**src/rtl/dctq_pkg.sv**
```systemverilog
// Shared widths, constants and types for the DCTQ quantizer path.
// Consumers: dct_quantizer_if, dct_quantizer, dctq_round_sat.
package dctq_pkg;
   localparam int SUM_W    = 17;
   localparam int OUT_W    = 12;
   localparam int RCP_W    = 16;
   localparam int RCP_FRAC = 15;
   localparam int PROD_W   = SUM_W + RCP_W + 1;
   localparam int IDX_W    = 6;
   localparam int NZ_W     = 7;
   localparam int BLK_SIZE = 64;
   localparam int RCP_ONE  = 32768;

   typedef logic [IDX_W-1:0] coef_idx_t;
   typedef logic [RCP_W-1:0] rcp_t;
endpackage

```
**src/rtl/dct_quantizer_if.sv**
```systemverilog
// Bus bundle for dct_quantizer: source beat, quant-table write port, quantized stream.
// Optional macro DCTQ_NZ_COUNT_EN adds the nz_count output.
interface dct_quantizer_if;
   import dctq_pkg::*;

   // Handshake: src_valid, qt_we and q_valid are single-cycle strobes with no ready.
   // Every strobed beat is taken in the cycle it is high; neither side can stall.
   logic                    src_valid;
   logic signed [SUM_W-1:0] sum_in;
   logic                    qt_we;
   coef_idx_t               qt_addr;
   rcp_t                    qt_data;
   logic signed [OUT_W-1:0] q_out;
   logic                    q_valid;
   coef_idx_t               q_index;
   logic                    blk_last;
`ifdef DCTQ_NZ_COUNT_EN
   logic [NZ_W-1:0]         nz_count;

   modport master (output src_valid, sum_in, qt_we, qt_addr, qt_data,
                   input  q_out, q_valid, q_index, blk_last, nz_count);
   modport slave  (input  src_valid, sum_in, qt_we, qt_addr, qt_data,
                   output q_out, q_valid, q_index, blk_last, nz_count);
`else
   modport master (output src_valid, sum_in, qt_we, qt_addr, qt_data,
                   input  q_out, q_valid, q_index, blk_last);
   modport slave  (input  src_valid, sum_in, qt_we, qt_addr, qt_data,
                   output q_out, q_valid, q_index, blk_last);
`endif
endinterface

```
**src/rtl/dctq_round_sat.sv**
```systemverilog
// Combinational round-half-away-from-zero of a fixed-point product, then saturate
// to a signed OUT_W result. Shared by the forward and inverse quantizer paths.
module dctq_round_sat #(
   parameter int IN_W  = 34,
   parameter int OUT_W = 12,
   parameter int FRAC  = 15
) (
   input  logic signed [IN_W-1:0]  p,
   output logic signed [OUT_W-1:0] q
);
   localparam logic [IN_W-1:0] HALF    = IN_W'(64'd1 << (FRAC - 1));
   localparam logic [IN_W-1:0] POS_MAX = IN_W'((64'd1 << (OUT_W - 1)) - 64'd1);
   localparam logic [IN_W-1:0] NEG_MAX = IN_W'(64'd1 << (OUT_W - 1));

   logic              neg;
   logic [IN_W-1:0]   mag;
   logic [IN_W-1:0]   r_mag;
   logic [OUT_W-1:0]  r_lo;

   // Rounding on the magnitude gives symmetric behaviour around zero.
   always_comb begin
      neg   = p[IN_W-1];
      mag   = neg ? $unsigned(-p) : $unsigned(p);
      r_mag = (mag + HALF) >> FRAC;
      r_lo  = r_mag[OUT_W-1:0];
      if (!neg) begin
         q = (r_mag > POS_MAX) ? $signed(POS_MAX[OUT_W-1:0]) : $signed(r_lo);
      end else if (r_mag > NEG_MAX) begin
         q = $signed(NEG_MAX[OUT_W-1:0]);
      end else begin
         q = $signed(-r_lo);
      end
   end
endmodule

```
**src/rtl/dct_quantizer.sv**
```systemverilog
// Quantizer behind the 8-input adder tree: aligns valid, tracks the 8x8 index,
// scales by a loadable reciprocal table, rounds and saturates. Macro: DCTQ_NZ_COUNT_EN.
module dct_quantizer
   import dctq_pkg::*;
#(
   parameter int ADDER_LAT = 5
) (
   input logic             clk,
   input logic             rst,
   dct_quantizer_if.slave  bus
);
   logic [ADDER_LAT-1:0]     vsr;
   logic                     v0;
   coef_idx_t                idx;
   rcp_t                     qt [BLK_SIZE];

   logic                     s1_v;
   logic signed [SUM_W-1:0]  s1_sum;
   coef_idx_t                s1_idx;
   rcp_t                     s1_rcp;

   logic                     s2_v;
   logic signed [PROD_W-1:0] s2_p;
   coef_idx_t                s2_idx;

   logic signed [OUT_W-1:0]  rs_q;

   assign v0 = vsr[ADDER_LAT-1];

   // Writes land on the edge, so a same-cycle S1 read still sees the old entry.
   always_ff @(posedge clk) begin
      if (rst) begin
         for (int i = 0; i < BLK_SIZE; i++) qt[i] <= rcp_t'(RCP_ONE);
      end else if (bus.qt_we) begin
         qt[bus.qt_addr] <= bus.qt_data;
      end
   end

   always_ff @(posedge clk) begin
      if (rst) begin
         vsr          <= '0;
         idx          <= '0;
         s1_v         <= 1'b0;
         s2_v         <= 1'b0;
         bus.q_valid  <= 1'b0;
         bus.q_out    <= '0;
         bus.q_index  <= '0;
         bus.blk_last <= 1'b0;
      end else begin
         vsr <= {vsr[ADDER_LAT-2:0], bus.src_valid};
         if (v0) idx <= idx + coef_idx_t'(1);

         s1_v <= v0;
         if (v0) begin
            s1_sum <= bus.sum_in;
            s1_idx <= idx;
            s1_rcp <= qt[idx];
         end

         s2_v <= s1_v;
         if (s1_v) begin
            s2_p   <= PROD_W'(s1_sum) * PROD_W'($signed({1'b0, s1_rcp}));
            s2_idx <= s1_idx;
         end

         bus.q_valid  <= s2_v;
         bus.blk_last <= s2_v && (s2_idx == coef_idx_t'(BLK_SIZE - 1));
         if (s2_v) begin
            bus.q_out   <= rs_q;
            bus.q_index <= s2_idx;
         end
      end
   end

   dctq_round_sat #(
      .IN_W  (PROD_W),
      .OUT_W (OUT_W),
      .FRAC  (RCP_FRAC)
   ) u_round_sat (
      .p (s2_p),
      .q (rs_q)
   );

`ifdef DCTQ_NZ_COUNT_EN
   logic nz_done;

   // Count lags q_out by one cycle so the final total is visible after blk_last.
   always_ff @(posedge clk) begin
      if (rst) begin
         nz_done      <= 1'b0;
         bus.nz_count <= '0;
      end else begin
         nz_done      <= bus.q_valid && bus.blk_last;
         bus.nz_count <= (nz_done ? NZ_W'(0) : bus.nz_count)
                         + NZ_W'(bus.q_valid && (bus.q_out != '0));
      end
   end
`endif
endmodule

```
**src/flat_wrapper.sv**
```systemverilog
// flat-port wrapper written by rule: the top's interface ports become plain ports
module dct_quantizer_flat import dctq_pkg::*;
#(
   parameter int ADDER_LAT = 5
)
  (clk, rst, bus_src_valid, bus_sum_in, bus_qt_we, bus_qt_addr, bus_qt_data, bus_q_out, bus_q_valid, bus_q_index, bus_blk_last);
  dct_quantizer_if bus_i ();
  input logic clk;
  input logic rst;
  input wire logic [$bits(bus_i.src_valid)-1:0] bus_src_valid;
  input wire logic [$bits(bus_i.sum_in)-1:0] bus_sum_in;
  input wire logic [$bits(bus_i.qt_we)-1:0] bus_qt_we;
  input wire logic [$bits(bus_i.qt_addr)-1:0] bus_qt_addr;
  input wire logic [$bits(bus_i.qt_data)-1:0] bus_qt_data;
  output wire logic [$bits(bus_i.q_out)-1:0] bus_q_out;
  output wire logic [$bits(bus_i.q_valid)-1:0] bus_q_valid;
  output wire logic [$bits(bus_i.q_index)-1:0] bus_q_index;
  output wire logic [$bits(bus_i.blk_last)-1:0] bus_blk_last;
  assign bus_i.src_valid = bus_src_valid;
  assign bus_i.sum_in = bus_sum_in;
  assign bus_i.qt_we = bus_qt_we;
  assign bus_i.qt_addr = bus_qt_addr;
  assign bus_i.qt_data = bus_qt_data;
  assign bus_q_out = bus_i.q_out;
  assign bus_q_valid = bus_i.q_valid;
  assign bus_q_index = bus_i.q_index;
  assign bus_blk_last = bus_i.blk_last;
  dct_quantizer #(.ADDER_LAT(ADDER_LAT)) u_core (.clk(clk), .rst(rst), .bus(bus_i));
endmodule
```
**config.mk**
```make
export PLATFORM = sky130hd
export DESIGN_NAME = dct_quantizer_flat
export DESIGN_NICKNAME = d
export VERILOG_FILES = /design/src/rtl/dctq_pkg.sv /design/src/rtl/dct_quantizer_if.sv /design/src/rtl/dctq_round_sat.sv /design/src/rtl/dct_quantizer.sv /design/src/flat_wrapper.sv
export SDC_FILE = /design/constraint.sdc
export NUM_CORES = 2
export LEC_CHECK = 0
export BUFFER_PORTS_ARGS = -buffer_cell sky130_fd_sc_hd__buf_4
export CAP_MARGIN = 0
export CORE_ASPECT_RATIO = 0.6
export CORE_UTILIZATION = 45
export CTS_CLUSTER_SIZE = 24
export DETAILED_ROUTE_END_ITERATION = 7
export GPL_ROUTABILITY_DRIVEN = 0
export PLACE_DENSITY = 0.61
export SLEW_MARGIN = 10
export SYNTH_ARGS = -nofsm -noshare
export SYNTH_HDL_FRONTEND = slang
export SYNTH_SLANG_ARGS = --single-unit
```
**constraint.sdc**
```tcl
create_clock -name clk -period 8.85 [get_ports clk]
set_input_delay 1.77 -clock clk [delete_from_list [all_inputs] [get_ports clk]]
set_output_delay 1.77 -clock clk [all_outputs]
set_load 0.05 [all_outputs]
```
Word level (Yosys, flattened, before mapping)
Memory sizes are Yosys's and may differ from the RTL's. A register that Yosys moved wholly into a read port is not among the register bits. Index checks and enable logic that the tools add are counted.

Bits in registers: 96. RAM bits: 1024. Input port bits: 43. Output and inout bits: 20. Logic and storage cells: 38. Memories: 1.

Memories: u_core.qt (depth 64, bits a word 16, read ports 1, clocked after memory_dff 1, wr ports 64, RTL line dct_quantizer.sv:15) `rcp_t qt [BLK_SIZE];`.

$add $sub $neg: 4. $mul: 1. Order comparisons: 2. Equality and inequality tests: 1. Muxes and demuxes: 12. Bitwise logic cells: 1. Reduce and logical (&&, ||, !) cells: 4.

Operators by type and width (number): 12-bit 2-to-1 mux (3); 34-bit by 15-bit adder with 34-bit output (second input constant) (1); 17-bit by 17-bit multiplier with 34-bit output (1); 34-bit 2-to-1 mux (1); 34-bit negator (1); 19-bit by 11-bit greater-than comparator with 1-bit output (second input constant) (1); 19-bit by 12-bit greater-than comparator with 1-bit output (second input constant) (1); 16-bit 2-to-1 mux (1); 16-bit OR reduction (1); 12-bit negator (1); 6-bit by 1-bit adder with 6-bit output (second input constant) (1); 6-bit equality test (second input constant) (1); 1-bit 2-to-1 mux (6); 6-bit 2-to-1 mux (1); 2-bit AND reduction (2); 1-bit logical AND (1); 1-bit inverter (1).

Longest topological paths before layout
Depth in word-level cells: 6. Gate-level depth with buffers: 27.

Modules after synthesis
From an unflattened synthesis, not the netlist that was laid out.

Cell total of the unflattened synthesis: 4447. Area, all modules: 62402.3 sq um.

Modules (own cells, without submodules): dct_quantizer (times used 1, cells an instance 4216, area each 60759.5 sq um, seq. area each 33782.4 sq um); dctq_round_sat (times used 1, cells an instance 231, area each 1642.8 sq um, seq. area each 0.0 sq um).

Least setup slack after synthesis
Ideal clock, no wire load.

Path kind: reg2reg. Start: register u_core.s1_sum[16]. End: register u_core.s2_p[32], data pin. Setup time: 0.158 ns. Arrival: 6.053 ns. Required time: 8.692 ns. Path slack: 2.639 ns. Cell stages (with the launch flop): 25. Buffers on the path: 1. Clock period less this slack: 6.211 ns. Cells stage by stage: edfxtp_1 > clkbuf_1 > nand2_1 > fa_1 > fa_1 > inv_1 > fa_1 > fa_1 > fa_1 > inv_1 > fa_1 > inv_1 > ha_1 > a21o_1 > a21oi_1 > nor2b_1 > o21a_1 > o21a_1 > o21ai_0 > a21boi_0 > or2_2 > nor3_1 > o41ai_1 > a211o_1 > o211ai_1.

Longest elaborated chain between the ends: 1.

RTL lines: start: declaration (RTL line dct_quantizer.sv:18) `logic signed [SUM_W-1:0] s1_sum;`; start signal: assignment (RTL line dct_quantizer.sv:55) `s1_sum <= bus.sum_in;`; 17-bit by 17-bit multiplier with 34-bit output (RTL line dct_quantizer.sv:62) `s2_p <= PROD_W'(s1_sum) * PROD_W'($signed({1'b0, s1_rcp}));`; end signal: assignment (RTL line dct_quantizer.sv:62); end: declaration (RTL line dct_quantizer.sv:23) `logic signed [PROD_W-1:0] s2_p;`.

No other way between the ends. A chain may end at the register's enable or synchronous reset.

Worst setup path in the final report
Start: register u_core.s1_rcp[2] (read register of u_core.qt). End: register u_core.s2_p[26], data pin.

Longest elaborated chain between the ends: 1.

RTL lines: start: declaration (RTL line dct_quantizer.sv:20) `rcp_t s1_rcp;`; 17-bit by 17-bit multiplier with 34-bit output (RTL line dct_quantizer.sv:62).

No other way between the ends.

==> results.md <==
- Status: finished clean
- CTS hold repair buffers: 0
- Io pins: 63
- Hold Fails Final Rpt: 0
- Register Area: 33800 µm²
- CP Launch Type: register
- RSZ-0062 raised after global routing: false
- Hold WC Path Type: reg2reg
- Final setup margin: 1470 ps
- Starting DRT DRC Count: 3886
- Starting density of the core: 0.454
- Clock share of power: 0.391
- Setup TNS Final: 0 ps
- Post-synth top flop: edfxtp_1
- Post-CTS sizing: 0
- Sequential area share after synthesis: 0.544
- Root Buffer Master: clkbuf_16
- Setup CP Type: reg2reg
- Max FO, Critical Path: 17
- Ys Warns: 0
- Layout cells sized above 1: 0.164
- Largest net degree at the start of global routing: 118
- Max-Cap Viols: 0
- Via count: 35000
- GRT overflow: 0
- Max VDD drop: 0.147 mV
- Cell Int Power: 9.05 mW
- Net switching power: 2.91 mW
- CP Capture Type: register
- Worst Path Required: 9330 ps
- Syn_area_per_cell: 14.0 µm²
- DR WL/cell: 26.5 µm
- Comb pwr share: 0.088
- IO Port Bufs: 62
- Clock Sinks: 1136
- Core area: 137000 µm²
- Critical Path AT: 7860 ps
- Leakage: 24.4 nW
- Pwr Density: 177 nW/µm²
- Synth top area share: 0.534
- Worst-path clk slew: 70 ps
- # fillers: 11500
- FF+latch count, synth: 1136
- Worst Tran Pin Value: 1250 ps
- Fmax: 0.136 GHz
- Global-route wire length before repair: 243000 µm
- Final Setup Violations: 0
- Vias in the first global route: 35200
- Std cell rows: 105
- Clk buf depth: 3
- Via density: 5.62
- Area contributors post-synth: edfxtp_1 53%, mux4_2 12%, and2_1 11%, fa_1 9.0%, inv_1 2.3%
- Die Ht: 290 µm
- Inst Count DP: 6033
- Net Sw Frac: 0.243
- Multi-input combinational cell area: 25600 µm²
- EDFF count, synth: 1103
- H-tree depth: 3
- Largest area contributor in the netlist: edfxtp_1
- Worst slack, placed: 1550 ps
- Util after Layout: 0.494
- Asr flop ratio synth: 0
- Final Net Count: 4735
- Post-CTS Setup Bufs: 0
- Slew HR: 0.162
- Post-Synthesis Cells: 4429
- DR DRC count: 0
- Total track usage: 0.241
- Synthesized net count: 4842
- Die Footprint: 139000 µm²
- Remaining antenna violation count: 0
- Insertion delay to the later sink of the worst-skew pair: 730 ps
- Yosys cell types: 74
- Die width: 481 µm
- Mapped Area: 62100 µm²
- Fin cells: 6236
- Minimum clock period: 7380 ps
- Pre-antenna DRT Iters: 5
- HPWL Detailed: 109000 µm
- Tcrit/Tclk final: 0.833
- Num CTS Buffers: 105
- Max Slew Vio Count: 0
- Routed WL: 165000 µm
- P&R area growth vs syn: 8.82%
- Worst Skew: 32.7 ps
- Reg power frac: 0.521
- Initial antenna violation count: 17
- CTS tree: yes
-- path summary, 6_finish.rpt --
check,from,to,slack [ps],cells after the start
setup / recovery,u_core.s1_rcp[2]$_DFFE_PP_,u_core.s2_p[26]$_DFFE_PP_,1470,18
hold / removal,u_core.s1_idx[0]$_DFFE_PP_,u_core.s2_idx[0]$_DFFE_PP_,420,0
setup reg to reg,u_core.s1_rcp[2]$_DFFE_PP_,u_core.s2_p[26]$_DFFE_PP_,1470,18
hold reg to reg,u_core.s1_idx[0]$_DFFE_PP_,u_core.s2_idx[0]$_DFFE_PP_,420,0
-- critical path, stage by stage, from the launching register on --
cell,delay [ps]
edfxtp_1,790
nand2_1,200
fa_1,560
fa_1,560
fa_1,580
inv_1,80
fa_1,490
fa_1,510
inv_1,60
fa_1,500
inv_1,50
ha_1,340
and3_1,190
a2111oi_0,640
o21bai_1,260
a21oi_1,660
o21ai_0,260
a41oi_1,310
xnor2_1,100
-- through the flow --
step	total power, mW	cell area (µm²)	hold slack [ps]
global placement	7.35	64100	407
global route	12.3	67500	428
CTS	12.0	67500	415
floorplan	6.95	62100	400
detailed placement	7.37	64100	405
finish	12.0	67500	419
-- power groups by stage --
stage	clock network, mW	registers, mW	logic (mW)
finish	4.68	6.23	1.05
global route	4.94	6.25	1.13
CTS	4.75	6.23	1.03
detailed placement	0	6.35	1.03
global placement	0	6.34	1.01
floorplan	0	6.31	0.638
-- cell families (layout without fill, tap and decap cells) --
| logic type | count (synthesis) | count (layout) | share of synthesized area |
|---|---|---|---|
| AO/OA/AOI/OAI | 137 | 137 | 0.0155 |
| XOR/XNOR | 62 | 62 | 0.00887 |
| adder cells (fa/ha/maj) | 370 | 370 | 0.108 |
| buffers and inverters | 719 | 702 | 0.0437 |
| flip-flops | 1136 | 1136 | 0.544 |
| multiplexers | 348 | 348 | 0.124 |
| other | 0 | 5 | 0 |
| AND/OR/NAND/NOR | 1657 | 1657 | 0.155 |
-- placed cells by master, fill, tap and decap left out, drive strengths merged, types with 24 or more instances in the layout --
cell and instances:
or2 67, buf 131, edfxtp 1103, clkbuf 124
mux4 336, nor2 110, and2 1079, ha 91
or3 74, dfxtp 33, inv 385, nand3 24
xnor2 44, clkinv 44, o21ai 27, fa 279
a21oi 27, nand2 212
-- state kept, by name, summed over array words and instances (netlist names), 6 cells and up --
signal / count
u_core.qt: 1024
u_core.s2_p: 34
u_core.s1_sum: 17
u_core.s1_rcp: 16
u_core.bus.q_out: 12
u_core.bus.q_index: 6
u_core.idx: 6
u_core.s1_idx: 6
u_core.s2_idx: 6
-- cells in the mapped netlist (3+ instances only) --
library cell and number:
a2111oi_0 4, a211oi_1 3, a21boi_0 3, a21o_1 10, a21oi_1 26, a22o_1 8
a22oi_1 6, a41oi_1 5, and2_1 1079, and3_1 6, buf_1 47, buf_2 3
clkbuf_1 294, dfxtp_1 33, edfxtp_1 1103, fa_1 279, ha_1 91, inv_1 374
mux2i_1 9, mux4_2 336, nand2_1 212, nand2b_1 7, nand3_1 24, nand3b_1 9
nand4_1 11, nand4b_1 4, nor2_1 109, nor2b_1 21, nor3_1 15, nor4_4 3
o211ai_1 7, o21a_1 6, o21ai_0 27, o21bai_1 6, or2_2 67, or3_1 72
or4_1 3, xnor2_1 43, xor2_1 18
-- layer usage --
layer,share of wire,track usage,vias up
met2,0.41,0.329,1387
met4,0.020,0.0522,2
met5,0.000067,0,-
met3,0.11,0.0808,202
li1,-,-,15200
met1,0.46,0.370,18300
-- final cells by class --
| class | count | share of cell area |
|---|---|---|
| inverter | 374 | 0.0208 |
| multi-input combinational | 2574 | 0.379 |
| clock inverter | 73 | 0.0102 |
| sequential | 1136 | 0.500 |
| timing repair buffer | 131 | 0.0151 |
| tap | 1819 | 0.0337 |
| antenna | 5 | 0.000185 |
| clock buffer | 124 | 0.0407 |
Note: power is estimated with default switching activity, not from simulation.
